**src/rtl/vfpu_fma_sched.sv**
```systemverilog
`default_nettype none
// ============================================================================
//  Module   : vfpu_fma_sched
//  Purpose  : Shares one fully pipelined single-precision FMA datapath between
//             NREQ requesters. Provides round-robin issue, tag tracking with
//             result routing, and safe nj_mode reconfiguration (the mode only
//             changes once the datapath is empty).
//  Revision : 1.0  initial release
// ============================================================================
module vfpu_fma_sched #(
   parameter int NREQ = 4,
   parameter int LAT  = 4,
   parameter int IDW  = 2
) (
   input  logic                 clk,
   input  logic                 rst,
   input  logic [NREQ-1:0]      req_valid,
   output logic [NREQ-1:0]      req_ready,
   input  logic [32*NREQ-1:0]   req_a,
   input  logic [32*NREQ-1:0]   req_b,
   input  logic [32*NREQ-1:0]   req_c,
   input  logic [NREQ-1:0]      req_sub,
   input  logic                 cfg_we,
   input  logic                 cfg_nj,
   output logic                 fma_valid,
   output logic [31:0]          fma_a,
   output logic [31:0]          fma_b,
   output logic [31:0]          fma_c,
   output logic                 fma_inv_mask,
   output logic                 fma_nj_mode,
   input  logic                 fma_res_valid,
   input  logic [31:0]          fma_res,
   input  logic                 fma_spec,
   output logic [NREQ-1:0]      rsp_valid,
   output logic [31:0]          rsp_data,
   output logic                 rsp_spec,
   output logic                 busy,
   output logic                 err
);

   typedef enum logic [1:0] {
      ST_RUN   = 2'd0,
      ST_DRAIN = 2'd1,
      ST_APPLY = 2'd2
   } state_t;

   state_t              state_q, state_d;
   logic                pend_q, pend_d;
   logic                nj_q, nj_d;

   logic [IDW-1:0]      ptr_q;
   logic [NREQ-1:0]     gnt;
   logic [IDW-1:0]      gnt_id;
   logic                gnt_found;
   logic [IDW:0]        cand;

   logic [31:0]         sel_a, sel_b, sel_c;
   logic                sel_sub;

   logic                iss_v_q;
   logic [IDW-1:0]      iss_id_q;
   logic [31:0]         iss_a_q, iss_b_q, iss_c_q;
   logic                iss_inv_q;

   // Tag pipe: valid/id of each op in the datapath, plus a marker that covers
   // the LAT cycles after reset where results of pre-reset ops may still emerge.
   logic [LAT-1:0]      tag_v_q;
   logic [IDW-1:0]      tag_id_q [LAT];
   logic [LAT-1:0]      stale_q;

   logic                tail_v, tail_stale, deliver;
   logic [IDW-1:0]      tail_id;
   logic                drained;

   logic [NREQ-1:0]     rsp_valid_q, rsp_valid_d;
   logic [31:0]         rsp_data_q;
   logic                rsp_spec_q;
   logic                err_q;

   // Round-robin search starting at the pointer; grants only while running
   always_comb begin
      gnt       = '0;
      gnt_id    = '0;
      gnt_found = 1'b0;
      cand      = '0;
      for (int k = 0; k < NREQ; k++) begin
         cand = {1'b0, ptr_q} + (IDW+1)'(k);
         if (cand >= (IDW+1)'(NREQ)) begin
            cand = cand - (IDW+1)'(NREQ);
         end
         if (!gnt_found && req_valid[cand[IDW-1:0]]) begin
            gnt_found              = 1'b1;
            gnt[cand[IDW-1:0]]     = 1'b1;
            gnt_id                 = cand[IDW-1:0];
         end
      end
      if (state_q != ST_RUN || rst) begin
         gnt = '0;
      end
   end

   // Operand mux for the granted requester
   always_comb begin
      sel_a   = '0;
      sel_b   = '0;
      sel_c   = '0;
      sel_sub = 1'b0;
      for (int i = 0; i < NREQ; i++) begin
         if (gnt[i]) begin
            sel_a   = req_a[i*32 +: 32];
            sel_b   = req_b[i*32 +: 32];
            sel_c   = req_c[i*32 +: 32];
            sel_sub = req_sub[i];
         end
      end
   end

   // Issue register and round-robin pointer update
   always_ff @(posedge clk) begin
      if (rst) begin
         iss_v_q   <= 1'b0;
         iss_id_q  <= '0;
         iss_a_q   <= '0;
         iss_b_q   <= '0;
         iss_c_q   <= '0;
         iss_inv_q <= 1'b0;
         ptr_q     <= '0;
      end else begin
         iss_v_q <= |gnt;
         if (|gnt) begin
            iss_id_q  <= gnt_id;
            iss_a_q   <= sel_a;
            iss_b_q   <= sel_b;
            iss_c_q   <= sel_c;
            iss_inv_q <= sel_sub;
            ptr_q     <= (gnt_id == IDW'(NREQ-1)) ? '0 : gnt_id + 1'b1;
         end
      end
   end

   // Tag and stale-window shift registers
   always_ff @(posedge clk) begin
      if (rst) begin
         tag_v_q <= '0;
         stale_q <= '1;
         for (int k = 0; k < LAT; k++) begin
            tag_id_q[k] <= '0;
         end
      end else begin
         for (int k = LAT-1; k > 0; k--) begin
            tag_v_q[k]  <= tag_v_q[k-1];
            tag_id_q[k] <= tag_id_q[k-1];
            stale_q[k]  <= stale_q[k-1];
         end
         tag_v_q[0]  <= iss_v_q;
         tag_id_q[0] <= iss_id_q;
         stale_q[0]  <= 1'b0;
      end
   end

   assign tail_v     = tag_v_q[LAT-1];
   assign tail_id    = tag_id_q[LAT-1];
   assign tail_stale = stale_q[LAT-1];
   assign deliver    = fma_res_valid & tail_v;
   assign drained    = ~(|tag_v_q) & ~iss_v_q;

   // One-hot delivery to the owner recorded in the tag tail
   always_comb begin
      rsp_valid_d = '0;
      for (int i = 0; i < NREQ; i++) begin
         rsp_valid_d[i] = deliver && (tail_id == IDW'(i));
      end
   end

   // Response registers and sticky alignment error
   always_ff @(posedge clk) begin
      if (rst) begin
         rsp_valid_q <= '0;
         rsp_data_q  <= '0;
         rsp_spec_q  <= 1'b0;
         err_q       <= 1'b0;
      end else begin
         rsp_valid_q <= rsp_valid_d;
         if (deliver) begin
            rsp_data_q <= fma_res;
            rsp_spec_q <= fma_spec;
         end
         if ((tail_v != fma_res_valid) && !tail_stale) begin
            err_q <= 1'b1;
         end
      end
   end

   // Reconfiguration sequencing: next state, pending value and mode
   always_comb begin
      state_d = state_q;
      pend_d  = pend_q;
      nj_d    = nj_q;
      case (state_q)
         ST_RUN: begin
            if (cfg_we) begin
               pend_d  = cfg_nj;
               state_d = ST_DRAIN;
            end
         end
         ST_DRAIN: begin
            if (cfg_we) begin
               pend_d = cfg_nj;
            end
            if (drained) begin
               nj_d    = pend_d;
               state_d = ST_APPLY;
            end
         end
         ST_APPLY: begin
            if (cfg_we) begin
               pend_d = cfg_nj;
               nj_d   = cfg_nj;
            end
            state_d = ST_RUN;
         end
         default: begin
            state_d = ST_RUN;
         end
      endcase
   end

   // Reconfiguration state register
   always_ff @(posedge clk) begin
      if (rst) begin
         state_q <= ST_RUN;
         pend_q  <= 1'b0;
         nj_q    <= 1'b0;
      end else begin
         state_q <= state_d;
         pend_q  <= pend_d;
         nj_q    <= nj_d;
      end
   end

   assign req_ready    = gnt;
   assign fma_valid    = iss_v_q;
   assign fma_a        = iss_a_q;
   assign fma_b        = iss_b_q;
   assign fma_c        = iss_c_q;
   assign fma_inv_mask = iss_inv_q;
   assign fma_nj_mode  = nj_q;
   assign rsp_valid    = rsp_valid_q;
   assign rsp_data     = rsp_data_q;
   assign rsp_spec     = rsp_spec_q;
   assign busy         = (|tag_v_q) | iss_v_q | (state_q != ST_RUN);
   assign err          = err_q;

endmodule
`default_nettype wire

```
**config.mk**
```make
export PLATFORM = sky130hd
export DESIGN_NAME = vfpu_fma_sched
export DESIGN_NICKNAME = d
export VERILOG_FILES = /design/src/rtl/vfpu_fma_sched.sv
export SDC_FILE = /design/constraint.sdc
export NUM_CORES = 1
export LEC_CHECK = 0
export CAP_MARGIN = 20
export CORE_AREA = 2 2 221 223
export CTS_CLUSTER_DIAMETER = 40
export CTS_CLUSTER_SIZE = 25
export DETAILED_ROUTE_END_ITERATION = 12
export DIE_AREA = 0 0 223 225
export SYNTH_ARGS = -nofsm -noshare
export SYNTH_HDL_FRONTEND = slang
export SYNTH_SLANG_ARGS = --single-unit
```
**constraint.sdc**
```tcl
create_clock -name clk -period 3.6 [get_ports clk]
set_input_delay 0.36 -clock clk [delete_from_list [all_inputs] [get_ports clk]]
set_output_delay 0.36 -clock clk [all_outputs]
set_load 0.1 [all_outputs]
```
After elaboration in Yosys (flattened, before gate mapping)
Memory sizes are Yosys's and may differ from the RTL's. Index checks and enable logic that the tools add are counted.

Multiply operators: 0. Divide/modulo/power cells: 0. Bitwise logic cells: 13. Equality and inequality tests: 10. Muxes and demuxes: 64. Shift operators: 0. Reduce and logical (&&, ||, !) cells: 26. $lt $le $gt $ge: 12. Add/sub/neg operators: 8.

Operators with widths (count): $mux W32 (12); $mux W2 (15); $mux W1 (22); $mux W4 (5); $logic_and A1 B1 Y1 (12); $lt A2 B3 Y1 const B (4); $or A4 B4 Y4 (3); $ge A3 B3 Y1 const B (3); $bmux W1 S2 (4); $demux W1 S2 (4); $eq A2 B2 Y1 const B (4); $ge A2 B1 Y1 const B (4); $reduce_or A4 Y1 (2); $sub A2 B1 Y2 const B (4); $add A2 B2 Y3 const B (2); $ne A2 B2 Y1 const B (3); $or A1 B1 Y1 (6); $eq A2 B1 Y1 const B (2); $logic_not A1 Y1 (4); $logic_not A2 Y1 (2); $pmux W2 S2 (1); $reduce_bool A2 Y1 (2); $add A2 B1 Y3 const B (1); $ge A2 B3 Y1 const B (1); other kinds (9) (11).

Memory bits (read-only): 0. RAM bits: 8. Memories: 1. Latch bits: 0. Word-level logic and storage cells: 151. Register bits: 152. Bits of input ports: 430.

Memories: tag_id_q (depth 4, width 2, read ports 4, clocked after Yosys merged registers in 0, wr ports 4, line 68) `logic [IDW-1:0] tag_id_q [LAT];`.

Longest topological paths before layout
Gate-level depths: netlist of run 1.

Depth after elaboration: 19. Gate-level depth with buffers: 15. Mapped depth without buffers: 11.

Worst setup path before layout of run 1
Ideal clock, no wire load.

Path type: reg2reg. From: reg with a tool-made name. To: reg iss_a_q[27], in the netlist fma_a[27]. Arrival: 3.457 ns. Period minus slack after synthesis: 3.579 ns. Library setup time: 0.122 ns. Stages on the path, launching flop included: 14. Slack: 0.021 ns. Buffers on the path: 3. Cells stage by stage: dfxtp_1 -> buf_2 -> inv_1 -> ha_1 -> clkbuf_1 -> nor3b_1 -> o21ai_0 -> nand2_1 -> a32oi_1 -> inv_2 -> clkbuf_1 -> nand3_1 -> nand2_1 -> a221o_1.

RTL lines: end signal, assigned (line 132) `iss_a_q <= sel_a;`; end, declared (line 62) `logic [31:0] iss_a_q, iss_b_q, iss_c_q;`.

==> reports/metrics.yaml, run 1 <==
rrSetupSlack_ns: 0.29
core-area_sq_mm: 0.0475
seq_area_frac_synth: 0.382
required_ns: 3.24
synthToLayoutAreaGrowth_pct: 86.5
nets: 1917
grt_overflow_total: 0
max_slew.worst_pin.slew_ns: 1.10
multi_input_area_sq_mm: 0.00473
layout_commonest_cell: "clkdlybuf4s50_1"
die_y_um: 225
leakage_nw: 5.70
rsz0062_at_grt: "no"
cpPeakStageDelay_ns: 0.42
ys_ff_latch: 160
yosys_warnings: 0
io_pins: 572
via_per_inst: 4.63
cts_root_buf: "clkbuf_16"
cts.reportedPaths.clkPinSlew_ns: 0.07
dpl.hpwl_um: 33900
die_area_sq_mm: 0.0502
syn-mean-instance-area_sq_um: 8.98
synthCells: 934
register_area_sq_mm: 0.00320
cts_tree: "yes"
critical_path_class: "register to primary output"
cts_buffers: 17
finalPower_w: 0.0131
relSlewSlack: 0.263
end_kind: "primary output"
gp_congestion: 0.880
grt_pass1_vias: 10318
initial_utilization: 0.176
totalWireLength_um: 44600
hold_start: "stale_q[2]"
dr.pass1.iters: 5
whs_ns: 0.406
dominantRegCellSynth: "dfxtp_1"
synth.distinct_cells: 54
ant_nets: 0
fin_util: 0.329
cts-htree-levels: 4
status: "completed"
skew_ns: 0.0190
peakVddDrop_mv: 0.380
finalSetupViolCount: 0
drv_slew: 0
vias: 9768
port_buffers: 571
grt_start_max_net_pins: 98
syn-num-nets: 1372
timing.final.crit_share: 0.938
critPathMaxFanout: 34
clockBufferDepth: 2
postCtsSetupRepairBufs: 0
reg2reg_to: "fma_b[2]"
antenna_found_initial: 5
drive_gt1_frac: 0.123
drtIter0Drc: 406
p_per_area_mw_per_mm2: 841
hp-class: "register to register"
syn_area_sq_mm: 0.00839
start_kind: "register"
nFillCells: 4940
hold_end: "stale_q[3]"
clock.fmax_mhz: 296
cts.sinks: 160
avgRoutedWirePerCell_um: 21.1
grt_usage: 0.172
crit_slowest_cell: "ha_2"
min_period_ns: 3.38
die_x_um: 223
grt_pass1_wl_um: 63800
fp-row-count: 80
ys_async_sr_fraction: 0
synth-edff-count: 0
worstRegToRegCells: 11
hold_depth: 1
drc: 0
hold_viol_final: 0
path_cells: "inv_1 -> ha_2 -> mux4_2 -> or3b_1 -> a21oi_1 -> a21oi_1 -> nor2_4 -> buf_12 -> buf_12"
drv_cap: 0
layout_common_cells: "563 x clkdlybuf4s50_1, 160 x dfxtp_1, 104 x nor2_1, 74 x or3_1, 70 x o21ai_0"
cp_data_arrival_time_ns: 3.02
clk_latency_ns: 0.49
[cell type report]
cell class              count  share of cell area
diodes                      4            0.000640
well taps                 615              0.0492
inverters                  11             0.00296
clock inverters            14              0.0112
multi-input cells         668               0.302
repair buffers            621               0.401
flip-flops and latches    160               0.205
clock buffers              18              0.0281
[metrics by stage]
stage / cells / worst slack, ns / setup TNS [ns] / instance area (sq um)
after floorplan: 934 / 0.0207 / 0 / 8390
after global placement: 2073 / -0.0629 / -0.0737 / 15000
after detailed placement: 2074 / -0.143 / -1.32 / 15000
after CTS: 2106 / 0.0878 / 0 / 15600
after global routing: 2109 / 0.0533 / 0 / 15600
final: 2111 / 0.224 / 0 / 15600
[report_power, final]
group / switching (W) / internal [W] / total, W
Combinational: 0.00596 / 0.00276 / 0.00872
Clock: 0.000888 / 0.00106 / 0.00195
Sequential: 0.000254 / 0.00223 / 0.00248
Total: 0.00710 / 0.00605 / 0.0131
[synth_stat cells, types with 25 or more instances]
master	number	area (sq um)
clkbuf_1	52	195
dfxtp_1	160	3200
a221oi_2	31	465
nor4_2	30	375
a221oi_1	43	377
or3_1	74	463
nor4_1	43	269
buf_2	25	125
nand2_1	59	221
nor2_1	104	390
mux2i_1	35	350
nand3_1	26	130
o21ai_0	70	350
a221o_1	26	260
[what timing repair did]
item	in CTS	in global routing
endpoints found under the setup margin	0	4
resized for setup	0	3
hold buffers	0	0
[metal layers]
layer,wire [um],global-route usage,part of all wire
met3,3870,0.0602,0.087
met1,16300,0.176,0.37
met4,1840,0.0924,0.041
met2,22600,0.309,0.51
met5,0,0,0
[cell families after synthesis]
kind of cell,Yosys count,share of synthesized area
AOI/OAI and AO/OA,227,0.225
buffers and inverters,106,0.0609
muxes,40,0.0525
and+or+nand+nor,392,0.267
adders and majority gates,8,0.0119
xor gates and xnor gates,1,0.00104
DFF,160,0.382
[critical path: cells and delay by family, from the launching register on]
| kind | cells | cell delay, ns |
|---|---|---|
| mux | 1 | 0.39 |
| simple gates | 2 | 0.56 |
| buf+inv | 3 | 0.56 |
| compound gates | 2 | 0.25 |
| fa+ha+maj | 1 | 0.42 |
| flops | 1 | 0.33 |
[how the worst max path moves through the flow]
stage,to,from,slack [ns]
after floorplan,fma_a[27],register,0.02
after global placement,fma_c[27],req_valid[2],-0.06
after detailed placement,fma_c[27],req_valid[2],-0.14
after CTS,fma_c[27],register,0.09
after global routing,req_ready[1],register,0.05
final,req_ready[1],register,0.22
[registers in the layout, indices dropped and copies added (netlist names), named ones only]
register	flops
stale_q	4
fma_a	32
rsp_data	32
fma_inv_mask	1
fma_c	32
iss_id_q	2
ptr_q	1
pend_q	1
state_q	2
tag_v_q	4
rsp_valid	4
fma_valid	1
err	1
fma_nj_mode	1
fma_b	32
tag_id_q	8
rsp_spec	1
(Power assumes the default switching activity.)
==> run 2, diff against run 1 <==
--- a/config.mk
+++ b/config.mk
@@ -6,11 +6,11 @@
 export NUM_CORES = 1
 export LEC_CHECK = 0
 export CAP_MARGIN = 20
-export CORE_AREA = 2 2 221 223
+export CORE_AREA = 3 3 222 224
 export CTS_CLUSTER_DIAMETER = 40
 export CTS_CLUSTER_SIZE = 25
 export DETAILED_ROUTE_END_ITERATION = 12
-export DIE_AREA = 0 0 223 225
+export DIE_AREA = 0 0 225 227
 export SYNTH_ARGS = -nofsm -noshare
 export SYNTH_HDL_FRONTEND = slang
 export SYNTH_SLANG_ARGS = --single-unit
==> reports/metrics.yaml, run 2 (synthesized netlist as in run 1, its figures left out) <==
layout_commonest_cell: "clkdlybuf4s50_1"
ant_nets: 0  # unchanged
synthToLayoutAreaGrowth_pct: 85.8
register_area_sq_mm: 0.00320  # unchanged
skew_ns: 0.0112  # -0.00780 ns
antenna_found_initial: 10  # +5
nFillCells: 4898  # -0.85%
rrSetupSlack_ns: 0.33  # +0.04 ns
initial_utilization: 0.176  # unchanged
crit_slowest_cell: "ha_1"
place_area_sq_mm: 0.0149  # -0.48%
hold_start: "stale_q[1]"
cp_data_arrival_time_ns: 3.02  # about the same
max_slew.worst_pin.slew_ns: 1.10  # -0.00493 ns
required_ns: 3.24  # about the same
drv_slew: 0  # unchanged
grt_pass1_vias: 9761  # -5.4%
clock.fmax_mhz: 296  # about the same
multi_input_area_sq_mm: 0.00472  # -0.13%
drv_cap: 0  # unchanged
cts_tree: "yes"
grt_overflow_total: 0  # unchanged
relSlewSlack: 0.266  # +0.00329
nets: 1904  # -0.68%
dp_cells: 2059  # -0.72%
port_buffers: 571  # unchanged
die_area_sq_mm: 0.0511  # +1.8%
cts.reportedPaths.clkPinSlew_ns: 0.08  # about the same
clk_latency_ns: 0.48  # about the same
grt_start_max_net_pins: 68  # -31%
p_per_area_mw_per_mm2: 837  # -0.45%
hold_buffers: 0  # unchanged
rsz0062_at_grt: "no"
avgRoutedWirePerCell_um: 20.6  # -2.4%
fp-row-count: 80  # unchanged
cp_top_family: "compound AO/OA/AOI/OAI gates"
cts.sinks: 160  # unchanged
final_area_sq_mm: 0.0156  # -0.34%
start_kind: "register"
leakage_nw: 5.64  # -1.1%
clockBufferDepth: 2  # unchanged
grt_usage: 0.159  # -0.0132
via_per_inst: 4.66  # +0.76%
critPathMaxFanout: 26  # -24%
drive_gt1_frac: 0.114  # -0.00973
path_cells: "inv_1 -> ha_1 -> and3b_1 -> o21ai_0 -> nand2_2 -> a32oi_4 -> inv_2 -> buf_4 -> buf_12"
critical_path_class: "register to primary output"
path_buf_inv: 4  # +1
cts_buffers: 17  # unchanged
dpl.hpwl_um: 32100  # -5.5%
finalNonFillerCells: 2102  # -0.43%
peakVddDrop_mv: 0.459  # +21%
finalSetupViolCount: 0  # unchanged
finalPower_w: 0.0130  # -0.79%
die_x_um: 225  # +0.90%
tns_ns: 0  # unchanged
end_kind: "primary output"
drtIter0Drc: 427  # +5.2%
crit_end: "req_ready[2]"
cpPeakStageDelay_ns: 0.40  # -0.02 ns
io_pins: 572  # unchanged
hold_viol_final: 0  # unchanged
dr.pass1.iters: 4  # -1
core-area_sq_mm: 0.0475  # unchanged
cts_root_buf: "clkbuf_16"
worstRegToRegCells: 11  # unchanged
cts-htree-levels: 4  # unchanged
timing.final.crit_share: 0.938  # about the same
status: "completed"
reg2reg_to: "fma_c[28]"
crit_cells: 9  # unchanged
vias: 9800  # +0.33%
layout_common_cells: "565 x clkdlybuf4s50_1, 160 x dfxtp_1, 104 x nor2_1, 74 x or3_1, 70 x o21ai_0"
die_y_um: 227  # +0.89%
totalWireLength_um: 43300  # -2.8%
grt_pass1_wl_um: 60600  # -5.0%
drc: 0  # unchanged
min_period_ns: 3.38  # +0.000683 ns
hp-class: "register to register"
gp_congestion: 0.833  # -5.4%
## run 2: cell types whose count changed in the layout (fill, tap and decap cells not counted), moves of 2 or more
cell / before / now
inv_6: 3 / 5
buf_12: 14 / 17
buf_4: 41 / 23
clkinv_4: 4 / 0
clkdlybuf4s50_1: 563 / 565
clkinv_2: 0 / 2
diode_2: 4 / 8
## run 2: what timing repair did
item                       in CTS  in global routing
setup endpoints to repair       0                  4
gates resized for setup         0                  2
setup buffers                   0                  2
## run 2: power by group
group	internal, W	switching [W]
Combinational	0.00271	0.00590
Sequential	0.00223	0.000247
Clock	0.00105	0.000909
Total	0.00599	0.00705
## run 2: per-layer routing
layer / wire (um) / vias up / part of all wire / global-route usage
li1: - / 4599 / - / -
met1: 16700 / 4649 / 0.39 / 0.175
met2: 21700 / 507 / 0.50 / 0.276
met3: 3840 / 45 / 0.089 / 0.0587
met4: 1040 / 0 / 0.024 / 0.0681
met5: 0 / - / 0 / 0
## run 2: cell type report
class,instances,area share
timing repair buffer,608,0.399
multi-input combinational,668,0.303
sequential,160,0.205
tap,615,0.0494
clock buffer,17,0.0273
clock inverter,15,0.0122
inverter,11,0.00289
antenna,8,0.00128
## run 2: worst reg2reg max path, stage by stage (launching register included)
cell	delay, ns
dfxtp_1	0.34
inv_1	0.10
ha_1	0.40
and3b_1	0.21
o21ai_0	0.34
nand2_2	0.22
a32oi_4	0.33
buf_4	0.33
nand3_4	0.14
buf_12	0.20
a221oi_1	0.41
nor4_1	0.10
## run 2: worst min path at each step
| stage | endpoint | slack, ns | cells past startpoint |
|---|---|---|---|
| floorplan | stale_q[0] | 0.39 | 0 |
| global placement | stale_q[1] | 0.39 | 1 |
| detailed placement | stale_q[1] | 0.40 | 1 |
| CTS | stale_q[2] | 0.41 | 1 |
| global route | stale_q[2] | 0.42 | 1 |
| finish | stale_q[2] | 0.40 | 1 |
## run 2: stage by stage
stage	util	hold slack, ns	setup slack, ns
global route	0.328	0.418	0.0245
finish	0.328	0.402	0.223
global placement	0.314	0.390	0.159
detailed placement	0.314	0.396	0.0642
CTS	0.327	0.405	0.0443
floorplan	-	0.388	0.0207
